===== config.mk =====
export PLATFORM = sky130hd
export DESIGN_NAME = serial_mag_comp
export DESIGN_NICKNAME = d
export VERILOG_FILES = /design/src/rtl/serial_mag_comp_pkg.sv /design/src/rtl/serial_mag_comp_cell.sv /design/src/rtl/serial_mag_comp.sv
export SDC_FILE = /design/constraint.sdc
export NUM_CORES = 1
export LEC_CHECK = 0
export ABC_AREA = 1
export BUFFER_PORTS_ARGS = -buffer_cell sky130_fd_sc_hd__buf_2
export CAP_MARGIN = 20
export CORE_MARGIN = 8
export CORE_UTILIZATION = 49
export CTS_BUF_LIST = sky130_fd_sc_hd__clkbuf_4
export CTS_CLUSTER_SIZE = 25
export DETAILED_ROUTE_END_ITERATION = 10
export PLACE_DENSITY_LB_ADDON = 0.1
export SYNTH_ARGS = -nofsm -noshare
export SYNTH_HDL_FRONTEND = slang
export SYNTH_SLANG_ARGS = --single-unit

===== constraint.sdc =====
create_clock -name clk -period 1.96 [get_ports clk]
set_input_delay 0.294 -clock clk [delete_from_list [all_inputs] [get_ports clk]]
set_output_delay 0.294 -clock clk [all_outputs]
set_load 0.02 [all_outputs]

===== src/rtl/serial_mag_comp_pkg.sv =====
// serial_mag_comp_pkg
//   Definitions shared by the serial magnitude comparator and its bit cell:
//   - state_t : controller states (IDLE, SCAN, DONE)
//   - CMP_*   : one-hot {gt, eq, lt} result encodings, also used for the
//               {g, e, l} output of the 1-bit compare cell
package serial_mag_comp_pkg;

  typedef enum logic [1:0] {
    IDLE = 2'd0,
    SCAN = 2'd1,
    DONE = 2'd2
  } state_t;

  localparam logic [2:0] CMP_GT = 3'b100;
  localparam logic [2:0] CMP_EQ = 3'b010;
  localparam logic [2:0] CMP_LT = 3'b001;

endpackage


===== src/rtl/serial_mag_comp_cell.sv =====
// comp_bit_cell
//   Purely combinational 1-bit magnitude compare cell.
//   Ports:
//     a, b : input bits
//     g    : a > b
//     e    : a == b
//     l    : a < b
//   Exactly one of g/e/l is high for any input combination.
module comp_bit_cell (
  input  logic a,
  input  logic b,
  output logic g,
  output logic e,
  output logic l
);

  assign g = a & ~b;
  assign e = ~(a ^ b);
  assign l = ~a & b;

endmodule


===== src/rtl/serial_mag_comp.sv =====
// serial_mag_comp
//   Sequential WIDTH-bit magnitude comparator. One bit is resolved per clock,
//   MSB first, stopping at the first differing bit.
//   Ports:
//     clk, rst              : clock, synchronous active-high reset
//     start_valid/ready     : operand handshake (a_in, b_in sampled on accept)
//     a_in, b_in            : operands
//     res_valid/ready       : result handshake
//     gt, eq, lt            : registered one-hot result, all zero when idle
//     busy                  : high while in SCAN or DONE
module serial_mag_comp
  import serial_mag_comp_pkg::*;
#(
  parameter  int WIDTH = 8,
  localparam int IDXW  = $clog2(WIDTH)
) (
  input  logic             clk,
  input  logic             rst,
  input  logic             start_valid,
  output logic             start_ready,
  input  logic [WIDTH-1:0] a_in,
  input  logic [WIDTH-1:0] b_in,
  output logic             res_valid,
  input  logic             res_ready,
  output logic             gt,
  output logic             eq,
  output logic             lt,
  output logic             busy
);

  state_t            state;
  logic [WIDTH-1:0]  a_q;
  logic [WIDTH-1:0]  b_q;
  logic [IDXW-1:0]   idx;

  logic              cell_g;
  logic              cell_e;
  logic              cell_l;
  logic [2:0]        cell_res;

  // Single compare cell, steered by the bit index.
  comp_bit_cell u_cell (
    .a (a_q[idx]),
    .b (b_q[idx]),
    .g (cell_g),
    .e (cell_e),
    .l (cell_l)
  );

  assign cell_res = {cell_g, cell_e, cell_l};

  // Decodes state only, so no input-to-output combinational path.
  assign start_ready = (state == IDLE);

  always_ff @(posedge clk) begin
    if (rst) begin
      state     <= IDLE;
      a_q       <= '0;
      b_q       <= '0;
      idx       <= '0;
      res_valid <= 1'b0;
      gt        <= 1'b0;
      eq        <= 1'b0;
      lt        <= 1'b0;
      busy      <= 1'b0;
    end else begin
      case (state)
        IDLE: begin
          if (start_valid) begin
            a_q   <= a_in;
            b_q   <= b_in;
            idx   <= IDXW'(WIDTH - 1);
            busy  <= 1'b1;
            state <= SCAN;
          end
        end

        SCAN: begin
          case (cell_res)
            CMP_GT: begin
              {gt, eq, lt} <= CMP_GT;
              res_valid    <= 1'b1;
              state        <= DONE;
            end
            CMP_LT: begin
              {gt, eq, lt} <= CMP_LT;
              res_valid    <= 1'b1;
              state        <= DONE;
            end
            default: begin
              // Bits equal: either the LSB was just checked (operands equal)
              // or move one bit down. idx stops at 0 and never wraps.
              if (idx == '0) begin
                {gt, eq, lt} <= CMP_EQ;
                res_valid    <= 1'b1;
                state        <= DONE;
              end else begin
                idx <= idx - 1'b1;
              end
            end
          endcase
        end

        DONE: begin
          if (res_ready) begin
            {gt, eq, lt} <= 3'b000;
            res_valid    <= 1'b0;
            busy         <= 1'b0;
            state        <= IDLE;
          end
        end

        default: begin
          state <= IDLE;
        end
      endcase
    end
  end

endmodule


==> results of run 1 <==
==> stage by stage <==
stage               TNS (ps)  total power, mW
floorplan                  0            2.003
global placement           0            2.268
detailed placement         0            2.320
CTS                        0            2.547
global route          -5.590            2.870
finish                     0            2.597
==> path summary, 6_finish.rpt <==
path / to / depth (start not counted)
setup / recovery: state[1]$_SDFFE_PP0P_ / 12
hold / removal: b_q[6]$_SDFFE_PP0P_ / 3
setup reg to reg: state[1]$_SDFFE_PP0P_ / 12
hold reg to reg: eq$_SDFFE_PP0P_ / 2
==> tightest hold or removal path: stages <==
cell	delay, ps
buf_2	70
o21ai_1	60
nor2_1	70
==> kinds of logic after synthesis <==
logic type	synth area share, %
buffers and inverters	8.858
adders and majority gates	8.219
and+or+nand+nor	28.58
DFF	37.99
AOI/OAI and AO/OA	16.35
==> cell usage after synthesis (all sizes together) <==
| master | instances | area share (%) |
|---|---|---|
| a211oi | 1 | 0.55 |
| a21boi | 1 | 0.82 |
| a21oi | 13 | 4.7 |
| buf | 6 | 3.3 |
| clkbuf | 1 | 0.27 |
| dfxtp | 26 | 38 |
| ha | 9 | 8.2 |
| inv | 18 | 5.3 |
| nand2 | 36 | 11 |
| nand3 | 9 | 3.7 |
| nand3b | 2 | 1.1 |
| nor2 | 43 | 13 |
| nor3 | 1 | 0.36 |
| o21ai | 28 | 10 |
==> layer usage <==
| metal | GRT usage (%) | part of all wire [%] |
|---|---|---|
| met5 | 0 | 0 |
| met1 | 16.82 | 47 |
| met4 | 5.514 | 1.3 |
| met2 | 23.01 | 48 |
| met3 | 2.746 | 3.5 |
==> final cells by class <==
type	count	area (sq um)
inverter	18	72.57
sequential	26	525.5
clock buffer	3	22.52
multi-input combinational	143	742.0
timing repair buffer	29	155.1
tap	31	38.79
fill	286	1154
==> state kept, by name, indices dropped and copies added, names as in the netlist <==
name / count
lt: 1
busy: 1
idx: 3
gt: 1
res_valid: 1
eq: 1
state: 2
a_q: 8
b_q: 8
==> where the power goes <==
group / internal (mW) / leakage, nW / switching, mW
Clock: 0.0720 / 0.0138 / 0.153
Sequential: 0.710 / 0.216 / 0.129
Combinational: 0.592 / 0.505 / 0.941
==> what timing repair did <==
action / 4_1_cts / 5_1_grt
resized for setup: 1 / 9
hold buffers: 0 / 0
endpoints found under the setup margin: 1 / 7
pin swaps: 0 / 1
gates cloned: 0 / 0
==> out/metrics.cfg, run 1 <==
[outcome]
status=finished, final reports clean

[worst_hold_path]
worst_hold_path_type=in2reg
hp-start=b_in[6]

[floorplanning]
dieArea_sq_mm=0.004744
start_util_pct=50.55
die_h_um=68.88
rows=19
die_w_um=68.88
core-area_sq_mm=0.002710
ios=26

[setup_path]
r2r_start=idx[0]$_SDFFE_PP0P_
end_kind=register
cp.buffers_inverters=2
critical_path_class=reg2reg
crit_chain=buf_4, nor2_1, nor2_1, nand2_1, o21ai_1, o21ai_1, ha_1, nand3_4, nand2_2, inv_1, nor2_1, nor2_1
reg2reg_slack_ps=150
critPathSlowestCell=dfxtp_4
critPathLaunchType=register
path_delay_family=simple AND/OR/NAND/NOR gates
cpMostUsedCell=nor2_1
startpoint=idx[0]$_SDFFE_PP0P_
crit_fanout=7
critPathMaxStageDelay_ps=400
arrival_ps=2040
cp.required_ps=2190

[clocking]
cts_tree=yes
root_buffer=clkbuf_4
cts_sinks=26
path_clk_slew_ps=140
post_cts_buffers=0
cts_max_path_buffers=2
h-tree-depth=1
cts-buffers-inserted=3
clk-insertion-delay-late_ps=320

[job]
maxCapViolCount=0

[route]
wl_per_cell_um=11.84
wl_mm=2.961
drt_first_pass_iters=4
vias=1267
ant_nets=0
viasPerCell=5.068
route.detailed.drc=0
drtIter0Drc=54

[yosys]
synth.ff_latch_count=26
yosysWarningCount=0
synth_nets=223
syn_area_per_cell_sq_um=7.062
syn-instance-count=194
ys_types=24
netlist_area_sq_mm=0.001370
synth-seq-area-share_pct=37.99

[layout]
diodes=0
final_cell_mix=nor2_1 (40), nand2_1 (32), buf_2 (25)
syn2layout_area_growth_pct=13.61
final_area_sq_mm=0.001556
drive_gt1_share_pct=21.00
nets=250
final_common_cell=nor2_1
fin_cells=250
fin_util_pct=57.43

[timing]
timing.final.ws_setup_ps=151.1
fin_crit_ps=1809
fmax_mhz=552.8
hold_viol=0
relSlewSlack_pct=74.71
whs_ps=214.8
fin_skew_ps=8.477
slew_viol_final=0
min_period_over_period_pct=92.29
finalSetupViolCount=0
tightest_slew_ps=378.8

[power_and_ir_drop]
vdd_drop_max_mv=1.007
power_density_mw_per_mm2=1668
p_leak_nw=0.7350

[grt]
grt_max_degree=21
grt_antenna_before_repair=0
grt_usage_pct=13.75
grt_pass1_vias=1223
grt_pass1_wl_mm=5.133
grt.overflow.total=0

[place]
dpl.cell_count=247
hpwlAfterDp_mm=2.325
dp_slack_ps=12.19
port_buffers=25
place.gp.congestion=0.8339
placed_cell_area_sq_mm=0.001515

(Power assumes the default switching activity.)
==> run 2: changes to the inputs <==
PLACE_DENSITY = 0.74   (was unset)
PLACE_DENSITY_LB_ADDON = unset   (was 0.1)
SYNTH_HIERARCHICAL = 1   (was unset)
==> run 2 against run 1 <==
  * Setup slack got worse by 33 ps
  * Final cell count unchanged
  * Critical path depth increased by 3
  * Combinational power increased by 6%
  * Count of clock-buffer cells in the layout unchanged
  * Non-clock buffer count increased by 4
  * Sequential power decreased by 6.6%
  * Sequential share of layout area decreased by 2.3 points
  * Global-route usage decreased by 0.44 points
  * Via count increased by 0.63%
  * Worst hold slack got worse by 18 ps
==> out/metrics.cfg, run 2 <==
[route]
wl_per_cell_um=11.86  ; +0.14%
ant_nets=0  ; unchanged
route.detailed.drc=0  ; unchanged
wl_mm=2.965  ; +0.14%
drt_first_pass_iters=5  ; +1
drtIter0Drc=35  ; -35%
vias=1275  ; +0.63%
viasPerCell=5.100  ; +0.63%

[place]
dpl.cell_count=245  ; -0.81%
hpwlAfterDp_mm=2.191  ; -5.8%
port_buffers=25  ; unchanged
dp_slack_ps=-128.0  ; -140.2 ps
placed_cell_area_sq_mm=0.001513  ; -0.16%
place.gp.congestion=0.7969  ; -4.4%

[timing]
hold_viol=0  ; unchanged
tightest_slew_ps=489.6  ; +110.7 ps
tns_ps=0  ; unchanged
finalSetupViolCount=0  ; unchanged
relSlewSlack_pct=67.33  ; -7.4 points
timing.final.ws_setup_ps=118.3  ; -32.84 ps
whs_ps=196.5  ; -18.22 ps
min_period_over_period_pct=93.97  ; +1.7 points
rsz0062_at_grt=yes
fin_skew_ps=8.788  ; +0.3117 ps
fmax_mhz=543.0  ; -1.8%
fin_crit_ps=1842  ; +32.84 ps
slew_viol_final=0  ; unchanged

[power_and_ir_drop]
p_leak_nw=0.7754  ; +5.5%
total_power_mw=2.782  ; +7.1%
power_density_mw_per_mm2=1663  ; -0.32%
vdd_drop_max_mv=1.280  ; +27%

[layout]
final_cell_mix=nor2_1 (49), buf_2 (25), dfxtp_1 (24)
nets=247  ; -1.2%
final_area_sq_mm=0.001673  ; +7.5%
diodes=0  ; unchanged
n_fill_cell=256  ; -10%
drive_gt1_share_pct=32.42  ; +11 points
fin_util_pct=62.83  ; +5.4 points
fin_cells=250  ; unchanged
syn2layout_area_growth_pct=26.73
reg_top3=a_q (8), b_q (8), idx (3)
final_common_cell=nor2_1

[floorplanning]
ios=26  ; unchanged
start_util_pct=49.58  ; -0.98 points
die_h_um=67.90  ; -1.4%
core-area_sq_mm=0.002663  ; -1.8%
dieArea_sq_mm=0.004610  ; -2.8%
rows=19  ; unchanged
die_w_um=67.90  ; -1.4%

[yosys]
syn_area_per_cell_sq_um=7.059  ; about the same
synth_nets=214  ; -4.0%
async_flop_share_pct=0  ; unchanged
netlist_area_sq_mm=0.001320  ; -3.7%
synth_area_leaders=dfxtp_1 (39%), nor2_1 (15%), o21ai_0 (9.5%)
synth-seq-area-share_pct=39.43  ; +1.4 points
synthTopCellsByCount=nor2_1 (51), dfxtp_1 (26), nand2_1 (26), o21ai_0 (25), inv_1 (11)
ys_types=25  ; +4.2%
yosysWarningCount=6  ; +6
netlist.top_cell.by_area=dfxtp_1
synthFlopType=dfxtp_1
synth_edf_count=0  ; unchanged
synth.ff_latch_count=26  ; unchanged
synth_top_area_share_pct=39.43  ; +1.4 points
syn-instance-count=187  ; -3.6%
yosysMostFrequentCell=nor2_1

[outcome]
status=finished, final reports clean

[grt]
grt_pass1_vias=1232  ; +0.74%
grt_antenna_before_repair=0  ; unchanged
met1_usage_pct=15.94  ; -0.89 points
use_met3_pct=2.782  ; +0.036 points
grt.overflow.total=0  ; unchanged
grt_pass1_wl_mm=5.009  ; -2.4%
top_usage_layer=met2
grtUsageMet2_pct=23.43  ; +0.42 points
grt_max_degree=21  ; unchanged
grt_usage_pct=13.31  ; -0.44 points

[setup_path]
critPathSlowestCell=dfxtp_4
reg2reg_depth=15  ; +3
r2r-end=idx[1]$_SDFFE_PP0P_
critPathMaxStageDelay_ps=440  ; +40 ps
path_delay_family=simple AND/OR/NAND/NOR gates
crit_path_end=idx[1]$_SDFFE_PP0P_
reg2reg_slack_ps=120  ; -30 ps
cp.required_ps=2200  ; about the same
critical_path_class=reg2reg
crit_cells=15  ; +3
end_kind=register
cp.buffers_inverters=3  ; +1
startpoint=idx[0]$_SDFFE_PP0P_
arrival_ps=2080  ; +40 ps
critPathLaunchType=register
cpMostUsedCell=nand2_1
r2r_start=idx[0]$_SDFFE_PP0P_
crit_chain=buf_6, o21ai_1, o22ai_1, nand2_1, nand2_2, inv_2, ha_4, inv_2, nand3_4, nand2_2, nand2_4, nand3_4, nand2_1, nand2_1, nor2_1
crit_fanout=8  ; +1

[clocking]
h-tree-depth=1  ; unchanged
cts_hold_buffers=0  ; unchanged
clk-insertion-delay-late_ps=330  ; about the same
cts_sinks=26  ; unchanged
cts-buffers-inserted=3  ; unchanged
cts_tree=yes
cts_max_path_buffers=2  ; unchanged
root_buffer=clkbuf_4
path_clk_slew_ps=150  ; about the same

[worst_hold_path]
worst_hold_path_type=in2reg
whs_path_depth=3  ; unchanged

[job]
maxCapViolCount=0  ; unchanged

run 2: what timing repair did:
action / in CTS / in global routing
endpoints found under the hold margin: 0 / 0
pin swaps: 0 / 11
buffers inserted: 0 / 1
endpoints found under the setup margin: 9 / 9
resized for setup: 8 / 26
run 2: power by group:
group	internal (mW)	total, mW	switching, mW
combinational	0.678	1.62	0.946
clock	0.207	0.374	0.167
sequential	0.676	0.784	0.108
run 2: kinds of logic after synthesis:
| group | count (synthesis) | synth area share (%) |
|---|---|---|
| AND/OR/NAND/NOR | 93 | 30.52 |
| AO/OA/AOI/OAI | 39 | 16.68 |
| flip-flops | 26 | 39.43 |
| buffers and inverters | 22 | 6.730 |
| adder cells (fa/ha/maj) | 7 | 6.635 |
run 2: how the worst min path moves through the flow:
stage / slack (ps) / end / start
finish: 200 / a_q[2]$_SDFFE_PP0P_ / a_in[2]
detailed placement: 450 / eq$_SDFFE_PP0P_ / eq$_SDFFE_PP0P_
global placement: 450 / eq$_SDFFE_PP0P_ / eq$_SDFFE_PP0P_
floorplan: 360 / state[0]$_SDFFE_PP0P_ / rst
global route: 200 / b_q[1]$_SDFFE_PP0P_ / b_in[1]
CTS: 200 / state[0]$_SDFFE_PP0P_ / rst
run 2: worst register-to-register path, cell delays in order, from the launching register on:
cell and delay, ps:
dfxtp_4 440, buf_6 120, o21ai_1 60, o22ai_1 170, nand2_1 80, nand2_2 100
inv_2 50, ha_4 170, inv_2 60, nand3_4 90, nand2_2 110, nand2_4 60
nand3_4 80, nand2_1 60, nand2_1 50, nor2_1 40
run 2: metal layers:
layer  vias to the layer above  wire, um
met3                         5        72
met4                         0        37
met2                        17      1389
met1                       587      1466
li1                        666         -
met5                         -         0
run 2: final cells by class:
class / instances / area [sq um] / share of cell area, %
clock buffers: 3 / 22.52 / 1.346
clock inverters: 1 / 30.03 / 1.795
inverters: 17 / 71.32 / 4.263
multi-input cells: 139 / 795.8 / 47.57
flip-flops and latches: 26 / 525.5 / 31.41
well taps: 31 / 38.79 / 2.319
repair buffers: 33 / 188.9 / 11.29
